===== src/rtl/mem_if_pkg.sv =====
// Shared memory-interface types and defaults.
// FSM states, access codes and default sizes for the burst master.
package mem_if_pkg;

    typedef enum logic [2:0] {
        IDLE,
        WFETCH,
        ACCESS,
        RDOUT,
        DONE
    } state_t;

    localparam logic MEM_WR = 1'b1;
    localparam logic MEM_RD = 1'b0;

    localparam int MEM_WIDTH = 16;
    localparam int MEM_DEPTH = 64;

endpackage


===== src/rtl/mem_addr_gen.sv =====
// Burst address/length tracker with modulo-DEPTH wrap.
// Length above DEPTH is clamped on load.
module mem_addr_gen
    import mem_if_pkg::*;
#(
    parameter int DEPTH      = MEM_DEPTH,
    parameter int ADDR_WIDTH = $clog2(DEPTH)
) (
    input  logic                  clk_i,
    input  logic                  rst_i,
    input  logic                  load_i,
    input  logic [ADDR_WIDTH-1:0] addr_i,
    input  logic [ADDR_WIDTH:0]   len_i,
    input  logic                  step_i,
    output logic [ADDR_WIDTH-1:0] addr_o,
    output logic [ADDR_WIDTH:0]   rem_o,
    output logic                  last_o
);

    localparam logic [ADDR_WIDTH:0]   LEN_MAX  = (ADDR_WIDTH+1)'(DEPTH);
    localparam logic [ADDR_WIDTH-1:0] ADDR_TOP = ADDR_WIDTH'(DEPTH - 1);

    logic [ADDR_WIDTH-1:0] addr_q, addr_d;
    logic [ADDR_WIDTH:0]   rem_q, rem_d;

    // Load a new burst or advance by one word.
    always_comb begin
        addr_d = addr_q;
        rem_d  = rem_q;
        if (load_i) begin
            addr_d = addr_i;
            rem_d  = (len_i > LEN_MAX) ? LEN_MAX : len_i;
        end else if (step_i) begin
            addr_d = (addr_q == ADDR_TOP) ? '0 : addr_q + 1'b1;
            rem_d  = (rem_q == '0) ? '0 : rem_q - 1'b1;
        end
    end

    // Address and remaining-count registers.
    always_ff @(posedge clk_i) begin
        if (rst_i) begin
            addr_q <= '0;
            rem_q  <= '0;
        end else begin
            addr_q <= addr_d;
            rem_q  <= rem_d;
        end
    end

    assign addr_o = addr_q;
    assign rem_o  = rem_q;
    assign last_o = (rem_q == (ADDR_WIDTH+1)'(1));

endmodule


===== src/rtl/mem_burst_master.sv =====
// Burst command to single-word valid/ready memory accesses.
// Optional watchdog: define MEM_BURST_MASTER_TIMEOUT_EN.
module mem_burst_master
    import mem_if_pkg::*;
#(
    parameter int WIDTH      = MEM_WIDTH,
    parameter int DEPTH      = MEM_DEPTH,
    parameter int ADDR_WIDTH = $clog2(DEPTH),
    parameter int TIMEOUT    = 255
) (
    input  logic                  clk_i,
    input  logic                  rst_i,
    input  logic                  cmd_valid_i,
    output logic                  cmd_ready_o,
    input  logic                  cmd_wr_i,
    input  logic [ADDR_WIDTH-1:0] cmd_addr_i,
    input  logic [ADDR_WIDTH:0]   cmd_len_i,
    input  logic                  wd_valid_i,
    output logic                  wd_ready_o,
    input  logic [WIDTH-1:0]      wd_data_i,
    output logic                  rd_valid_o,
    input  logic                  rd_ready_i,
    output logic [WIDTH-1:0]      rd_data_o,
    output logic                  busy_o,
    output logic                  done_o,
    output logic [ADDR_WIDTH-1:0] addr_o,
    output logic [WIDTH-1:0]      wdata_o,
    output logic                  wr_rd_o,
    output logic                  valid_o,
    input  logic                  ready_i,
    input  logic [WIDTH-1:0]      rdata_i
`ifdef MEM_BURST_MASTER_TIMEOUT_EN
    ,
    output logic                  err_o
`endif
);

    if (TIMEOUT < 1) begin : g_bad_timeout
        $error("TIMEOUT must be at least 1");
    end

    state_t             state_q, state_d;
    logic               wr_q, wr_d;
    logic [WIDTH-1:0]   wdata_q, wdata_d;
    logic [WIDTH-1:0]   rdata_q, rdata_d;
    logic               ag_load, ag_step, ag_last;
    logic [ADDR_WIDTH:0] ag_rem;
    logic               burst_last;

`ifdef MEM_BURST_MASTER_TIMEOUT_EN
    localparam int TW = $clog2(TIMEOUT + 1);
    localparam logic [TW-1:0] TO_LAST = TW'(TIMEOUT - 1);
    logic [TW-1:0] wdog_q, wdog_d;
    logic          err_q, err_d;
`endif

    mem_addr_gen #(
        .DEPTH      (DEPTH),
        .ADDR_WIDTH (ADDR_WIDTH)
    ) u_addr_gen (
        .clk_i  (clk_i),
        .rst_i  (rst_i),
        .load_i (ag_load),
        .addr_i (cmd_addr_i),
        .len_i  (cmd_len_i),
        .step_i (ag_step),
        .addr_o (addr_o),
        .rem_o  (ag_rem),
        .last_o (ag_last)
    );

    // An empty counter also ends the burst, so it can never run away.
    assign burst_last = ag_last | (ag_rem == '0);

    // Next-state and datapath capture.
    always_comb begin
        state_d = state_q;
        wr_d    = wr_q;
        wdata_d = wdata_q;
        rdata_d = rdata_q;
        ag_load = 1'b0;
        ag_step = 1'b0;
`ifdef MEM_BURST_MASTER_TIMEOUT_EN
        wdog_d  = '0;
        err_d   = err_q;
`endif
        unique case (state_q)
            IDLE: begin
                if (cmd_valid_i) begin
                    ag_load = 1'b1;
                    wr_d    = cmd_wr_i;
`ifdef MEM_BURST_MASTER_TIMEOUT_EN
                    err_d   = 1'b0;
`endif
                    if (cmd_len_i == '0)
                        state_d = DONE;
                    else if (cmd_wr_i == MEM_WR)
                        state_d = WFETCH;
                    else
                        state_d = ACCESS;
                end
            end
            WFETCH: begin
                if (wd_valid_i) begin
                    wdata_d = wd_data_i;
                    state_d = ACCESS;
                end
            end
            ACCESS: begin
                if (ready_i) begin
                    if (wr_q == MEM_WR) begin
                        ag_step = 1'b1;
                        state_d = burst_last ? DONE : WFETCH;
                    end else begin
                        rdata_d = rdata_i;
                        state_d = RDOUT;
                    end
                end
`ifdef MEM_BURST_MASTER_TIMEOUT_EN
                else if (wdog_q == TO_LAST) begin
                    err_d   = 1'b1;
                    state_d = DONE;
                end else begin
                    wdog_d = wdog_q + 1'b1;
                end
`endif
            end
            RDOUT: begin
                if (rd_ready_i) begin
                    ag_step = 1'b1;
                    state_d = burst_last ? DONE : ACCESS;
                end
            end
            DONE: state_d = IDLE;
            default: state_d = IDLE;
        endcase
    end

    // State and datapath registers.
    always_ff @(posedge clk_i) begin
        if (rst_i) begin
            state_q <= IDLE;
            wr_q    <= MEM_RD;
            wdata_q <= '0;
            rdata_q <= '0;
`ifdef MEM_BURST_MASTER_TIMEOUT_EN
            wdog_q  <= '0;
            err_q   <= 1'b0;
`endif
        end else begin
            state_q <= state_d;
            wr_q    <= wr_d;
            wdata_q <= wdata_d;
            rdata_q <= rdata_d;
`ifdef MEM_BURST_MASTER_TIMEOUT_EN
            wdog_q  <= wdog_d;
            err_q   <= err_d;
`endif
        end
    end

    assign cmd_ready_o = (state_q == IDLE);
    assign wd_ready_o  = (state_q == WFETCH);
    assign valid_o     = (state_q == ACCESS);
    assign rd_valid_o  = (state_q == RDOUT);
    assign done_o      = (state_q == DONE);
    assign busy_o      = (state_q != IDLE);
    assign wr_rd_o     = wr_q;
    assign wdata_o     = wdata_q;
    assign rd_data_o   = rdata_q;
`ifdef MEM_BURST_MASTER_TIMEOUT_EN
    assign err_o       = err_q;
`endif

endmodule


===== config.mk =====
export PLATFORM = sky130hd
export DESIGN_NAME = mem_burst_master
export DESIGN_NICKNAME = d
export VERILOG_FILES = /design/src/rtl/mem_if_pkg.sv /design/src/rtl/mem_addr_gen.sv /design/src/rtl/mem_burst_master.sv
export SDC_FILE = /design/constraint.sdc
export NUM_CORES = 1
export LEC_CHECK = 0
export CAP_MARGIN = 20
export CORE_AREA = 5 5 100 78
export DETAILED_ROUTE_END_ITERATION = 12
export DIE_AREA = 0 0 105 83
export PLACE_DENSITY = 0.7
export SLEW_MARGIN = 20
export SYNTH_ARGS = -nofsm -noshare
export SYNTH_HDL_FRONTEND = slang
export SYNTH_SLANG_ARGS = --single-unit

===== constraint.sdc =====
create_clock -name clk_i -period 3.8 [get_ports clk_i]
set_input_delay 0.76 -clock clk_i [delete_from_list [all_inputs] [get_ports clk_i]]
set_output_delay 0.76 -clock clk_i [all_outputs]
set_load 0.01 [all_outputs]

==> reports/metrics.csv, run 1 <==
stage;metric;value;unit
clock_tree;CTS H-tree depth;2;
hold_path;worst hold path class;flop to flop;
finish;Nets;420;
clock_tree;post-cts resize count;0;
setup_path;data arrival time of the worst path;1.91;ns
power;PwrDens;527.4;nW/µm²
synthesis;synthesized-area fraction occupied by adder cells;0.02129;
finish;most common cell after layout, fill and taps aside;clkdlybuf4s50_1;
clock_tree;CTS tree;yes;
sta;max-slew violation count;0;
clock_tree;post-CTS setup buffers;0;
die;Chip Width;105;µm
synthesis;Post-synth top flop;dfxtp_1;
die;core area;6701;µm²
clock_tree;Hold Buf Count CTS;0;
routing;average wire per standard cell;14.82;µm
placed_design;IO Port Bufs;96;
routing;drt total wl;6655;µm
synthesis;mux share of post-synthesis cell area;0.08622;
global_routing;GRT Total Usage;0.1537;
die;site row count;26;
routing;Post-route DRC;0;
outcome;status;completed;
global_routing;number of global-route vias before repair;2283;
routing;total number of vias;2280;
global_routing;GRT busiest layer;met2;
synthesis;Post-synth EDFFs;0;
synthesis;Yosys cell types;45;
sta;setup_tns;0;ns
global_routing;pin count of the biggest net entering global routing;27;
setup_path;Worst EP required;3.04;ns
sta;Fmax achieved;374.9;MHz
finish;Layout area overhead;46.83;%
global_routing;remaining global-route overflow;0;
routing;ANT nets after route;0;
sta;Max transition margin;0.4036;
finish;ANT cells;0;
finish;commonest non-fill, non-tap cells in the layout;95 x clkdlybuf4s50_1, 49 x dfxtp_1, 47 x nand2_1, 27 x nor2_1, 25 x a21oi_1;
power;Max VDD drop;183.6;µV
synthesis;dominant cells by area after synthesis;dfxtp_1 42%, mux2i_1 7.7%, nand2_1 7.5%, a21oi_1 5.3%, nor2_1 4.3%;
sta;worst slew pin tran;0.8946;ns
sta;Fin. Hold Viols;0;
global_routing;first-pass GRT wire length;11450;µm
sta;post-route minimum period;2.668;ns
global_routing;initial antenna violation count;0;
clock_tree;CTS Buf Count;5;
clock_tree;Worst-Skew Late Latency;0.31;ns
global_routing;met3 usage;0.05891;
routing;DRT iter0 DRCs;74;
sta;Period Utilization, post-route;0.7020;
synthesis;Post-Syn Area;2351;µm²
clock_tree;clk sinks;49;
die;Die ar.;8715;µm²
sta;RSZ-0062 raised after global routing;no;
sta;endpoints failing setup;0;
setup_path;crit start category;flop;
synthesis;flops & latches, synth;49;
setup_path;CP Capture Type;output pin;
finish;layout cells sized above 1;0.05753;
die;Initial Util;0.3508;
synthesis;Syn Inst Count;275;
synthesis;Synth Net Count;331;
clock_tree;CTS clock-pin slew for the worst setup and hold paths;0.09;ns
synthesis;Synth Area in Compound Gates;0.1841;
clock_tree;clock buffer depth;2;
routing;Pre-Repair DR Iteration Count;4;
setup_path;Setup CP Type;flop to output pin;
clock_tree;CTS root buffer;clkbuf_8;
power;Static Leak;0.001318;µW
synthesis;top cell type's share of synthesized area;0.4172;
synthesis;synth warn;0;
synthesis;Post-Synth XOR/XNOR Area;0;
synthesis;register area share after synthesis;0.4172;
die;# IOs;97;
global_routing;grt met2 use;0.2417;
synthesis;Post-Synth Simple-Gate Area;0.2331;
placed_design;dpl ws;1.119;ns
placed_design;hpwl dp;4910;µm
job;Max-cap violations;0;
synthesis;post-synth top area cell;dfxtp_1;
synthesis;main combinational cell family by area after synthesis;simple AND/OR/NAND/NOR gates;
synthesis;Mean Syn Cell Area;8.549;µm²
sta;Setup WS post-layout;1.132;ns
sta;Layout Skew;0.01138;ns
setup_path;CP max FO;12;
die;Die Height;83;µm
routing;Via density;5.078;
placed_design;GP Congestion;0.8898;
global_routing;met1 Track Usage GR;0.2009;
synthesis;fraction of registers with async set/reset;0;
## stage by stage
stage / utilization / instance area, µm² / cells / power (µW) / hold slack, ns
floorplan: - / 2351 / 275 / 1167 / 0.4799
global placement: 0.4978 / 3336 / 441 / 1418 / 0.4412
detailed placement: 0.4978 / 3336 / 441 / 1429 / 0.4455
CTS: 0.5151 / 3452 / 449 / 1832 / 0.4586
global route: 0.5151 / 3452 / 449 / 1948 / 0.4696
finish: 0.5151 / 3452 / 449 / 1820 / 0.4575
## worst paths after layout
check	startpoint	endpoint	slack, ns	cells past startpoint
max	state_q[0]	wd_ready_o	1.13	2
min	wdata_o[0]	wdata_o[0]	0.46	2
max reg2reg	state_q[0]	u_addr_gen.rem_o[2]	1.76	4
min reg2reg	wdata_o[0]	wdata_o[0]	0.46	2
## routing by layer
metal / share of wire / routed length, µm
met4: 0.0056 / 37
met1: 0.45 / 3010
met5: 0 / 0
met2: 0.45 / 3010
met3: 0.090 / 597
## synthesized netlist by cell type (3+ instances only)
library cell,count
clkbuf_1,6
nand2b_1,3
a21o_1,4
a31oi_1,5
nor3b_1,5
nor2b_1,3
o32ai_1,4
ha_1,4
buf_2,7
a21oi_1,25
nand3_1,5
buf_6,3
mux2i_1,18
a211oi_1,4
nand2_1,47
nor3_1,5
inv_1,12
dfxtp_1,49
a221oi_1,3
o21ai_1,5
nor2_1,27
## worst max-delay path: stages, from the launching register on
cell,delay (ns)
dfxtp_1,0.61
nor3b_1,0.39
clkdlybuf4s50_1,0.61
## layout make-up
| cell class | count | area [µm²] |
|---|---|---|
| fill | 645 | 3249 |
| inverter | 12 | 45.04 |
| clock buffer | 5 | 68.82 |
| sequential | 49 | 980.9 |
| timing repair buffer | 98 | 970.9 |
| clock inverter | 3 | 47.55 |
| multi-input combinational | 198 | 1234 |
| tap | 84 | 105.1 |
## state kept, by name, summed over array words and instances (netlist names)
signal / cells
state_q: 3
rd_data_o: 16
u_addr_gen.rem_o: 7
wdata_o: 16
wr_rd_o: 1
u_addr_gen.addr_o: 6
## report_power, final
group / switching [µW] / internal, µW / leakage (µW)
Sequential: 84.5 / 588 / 0.000398
Clock: 195 / 201 / 0.0000591
Combinational: 391 / 362 / 0.000861
## kinds of logic (layout without fill, tap and decap cells)
logic type	count (synthesis)	count (layout)
AND/OR/NAND/NOR	110	110
AO/OA/AOI/OAI	64	64
flip-flops	49	49
buffers and inverters	28	118
multiplexers	20	20
adder cells (fa/ha/maj)	4	4
Power figures use the tool's default switching activity.
==> run 2: changes to the inputs <==
--- a/config.mk
+++ b/config.mk
@@ -9,7 +9,7 @@
 export CORE_AREA = 5 5 100 78
 export DETAILED_ROUTE_END_ITERATION = 12
 export DIE_AREA = 0 0 105 83
-export PLACE_DENSITY = 0.7
+export PLACE_DENSITY = 0.73
 export SLEW_MARGIN = 20
 export SYNTH_ARGS = -nofsm -noshare
 export SYNTH_HDL_FRONTEND = slang
==> constraint.sdc (replaced) <==
create_clock -name clk_i -period 2.35 [get_ports clk_i]
set_input_delay 0.47 -clock clk_i [delete_from_list [all_inputs] [get_ports clk_i]]
set_output_delay 0.47 -clock clk_i [all_outputs]
set_load 0.01 [all_outputs]
==> reports/metrics.csv, run 2 (synthesized netlist as in run 1, its figures left out) <==
stage;metric;value;unit;change
outcome;status;completed;;
power;Static Leak;0.001341;µW;+1.8%
power;P_sw;1038;µW;+55%
setup_path;CP Capture Type;output pin;;
setup_path;crit-path max cell delay;0.55;ns;-0.06 ns
die;# IOs;97;;unchanged
routing;average wire per standard cell;14.21;µm;-4.1%
job;Max-cap violations;0;;unchanged
routing;ANT nets after route;0;;unchanged
hold_path;worst hold path class;flop to flop;;
setup_path;critical-path cell list;or3_4, inv_1, clkdlybuf4s50_1;;
setup_path;CP Buf/Inv Count;2;;+1
sta;worst slew pin tran;0.7595;ns;-0.1351 ns
die;Die ar.;8715;µm²;unchanged
setup_path;data arrival time of the worst path;1.78;ns;-0.13 ns
power;Comb power frac;0.424;;+0.011
power;Max VDD drop;301.1;µV;+64%
clock_tree;CTS tree;yes;;
clock_tree;clock buffer depth;2;;unchanged
power;Seq pwr share;0.375;;+0.006
sta;Setup WS post-layout;0.09810;ns;-1.034 ns
finish;Nets;425;;+1.2%
sta;WHS;0.4597;ns;+0.002259 ns
power;Internal;1877;µW;+63%
sta;post-route minimum period;2.252;ns;
setup_path;crit start category;flop;;
routing;drt total wl;6439;µm;-3.2%
sta;Fin. Hold Viols;0;;unchanged
die;Die Height;83;µm;unchanged
placed_design;dpl ws;0.07405;ns;-1.045 ns
clock_tree;CTS root buffer;clkbuf_8;;
sta;endpoints failing setup;0;;unchanged
sta;max-slew violation count;0;;unchanged
setup_path;Setup CP Type;flop to output pin;;
clock_tree;CTS H-tree depth;2;;unchanged
sta;Layout Skew;0.009548;ns;-0.001833 ns
global_routing;first-pass GRT wire length;10470;µm;-8.5%
routing;Pre-Repair DR Iteration Count;4;;unchanged
power;Net Sw Frac;0.3561;;-0.01197
clock_tree;CTS Buf Count;5;;unchanged
global_routing;number of global-route vias before repair;2182;;-4.4%
clock_tree;clk sinks;49;;unchanged
routing;Via density;5.079;;about the same
power;Clk network pwr share;0.201;;-0.017
finish;utilization after layout;0.5209;;+0.005788
die;Chip Width;105;µm;unchanged
sta;setup_tns;0;ns;unchanged
finish;layout cells sized above 1;0.08130;;+0.02377
finish;Layout area overhead;48.48;%;
global_routing;pin count of the biggest net entering global routing;32;;+19%
global_routing;initial antenna violation count;0;;unchanged
clock_tree;Worst-Skew Late Latency;0.30;ns;about the same
finish;filler cell count;637;;-1.2%
sta;Max transition margin;0.4937;;+0.09004
sta;Fmax achieved;444.1;MHz;
die;core area;6701;µm²;unchanged
setup_path;CP max FO;12;;unchanged
routing;DRT iter0 DRCs;113;;+53%
finish;ANT cells;0;;unchanged
clock_tree;post-CTS setup buffers;0;;unchanged
setup_path;Worst EP required;1.88;ns;-1.16 ns
sta;RSZ-0062 raised after global routing;no;;
placed_design;GP Congestion;0.7976;;-10%
sta;Period Utilization, post-route;0.9583;;
routing;Post-route DRC;0;;unchanged
placed_design;hpwl dp;4873;µm;-0.75%
setup_path;crit-path leading delay family;buffers and inverters;;
die;Initial Util;0.3508;;unchanged
global_routing;remaining global-route overflow;0;;unchanged
global_routing;GRT Total Usage;0.1414;;-0.01237
finish;commonest non-fill, non-tap cells in the layout;95 x clkdlybuf4s50_1, 47 x nand2_1, 46 x dfxtp_1, 27 x nor2_1, 25 x a21oi_1;;
setup_path;worst-path cell with the longest stage delay;clkdlybuf4s50_1;;
finish;most common cell after layout, fill and taps aside;clkdlybuf4s50_1;;
die;site row count;26;;unchanged
routing;total number of vias;2301;;+0.92%
power;PwrDens;835.1;nW/µm²;+58%
placed_design;IO Port Bufs;96;;unchanged
clock_tree;CTS clock-pin slew for the worst setup and hold paths;0.09;ns;about the same
[run 2: cell types whose count changed in the layout (fill, tap and decap cells not counted), sizes merged]
cell / delta
clkinv: +1
buf: +5
inv: -2
[run 2: power groups by stage]
| stage | Combinational (µW) | Sequential [µW] | Clock, µW |
|---|---|---|---|
| after global placement | 1200 | 1100 | 0 |
| after floorplan | 793 | 1090 | 0 |
| after global routing | 1350 | 1120 | 647 |
| final | 1240 | 1090 | 585 |
| after detailed placement | 1230 | 1110 | 0 |
| after CTS | 1230 | 1090 | 602 |
[run 2: per-layer routing]
| layer | part of all wire | up-vias | global-route usage |
|---|---|---|---|
| li1 | - | 1151 | - |
| met1 | 0.48 | 1041 | 0.1984 |
| met2 | 0.40 | 101 | 0.1926 |
| met3 | 0.11 | 8 | 0.06589 |
| met4 | 0.011 | 0 | 0.03833 |
| met5 | 0 | - | 0 |
[run 2: cell type report]
cell class	instances	area, µm²	area share
inverters	12	45.04	0.01290
clock buffers	5	68.82	0.01971
well taps	84	105.1	0.03011
repair buffers	103	1008	0.2889
flip-flops and latches	49	984.7	0.2821
multi-input cells	198	1244	0.3563
clock inverters	2	35.03	0.01004
[run 2: path summary, 6_finish.rpt]
kind,startpoint,to,slack [ns],depth (start not counted)
worst max register to register,state_q[0],u_addr_gen.addr_o[3],0.46,5
worst min register to register,wdata_o[11],wdata_o[11],0.46,2
worst max-delay path,state_q[0],cmd_ready_o,0.1,3
worst min-delay path,wdata_o[11],wdata_o[11],0.46,2
[run 2: worst min-delay path, delay by kind of cell (launching register included)]
kind / cells / cell delay [ns]
AOI/OAI and AO/OA: 1 / 0.05
and+or+nand+nor: 1 / 0.05
DFF: 1 / 0.32
[run 2: through the flow]
| stage | std cells | area (µm²) | power (µW) |
|---|---|---|---|
| after global routing | 453 | 3491 | 3115 |
| final | 453 | 3491 | 2915 |
| after floorplan | 275 | 2351 | 1886 |
| after CTS | 453 | 3480 | 2921 |
| after detailed placement | 446 | 3373 | 2330 |
| after global placement | 446 | 3373 | 2305 |
[run 2: repair_timing]
| action | CTS | global route |
|---|---|---|
| hold buffers | 0 | 0 |
| endpoints found under the setup margin | 2 | 2 |
| resized for setup | 2 | 3 |
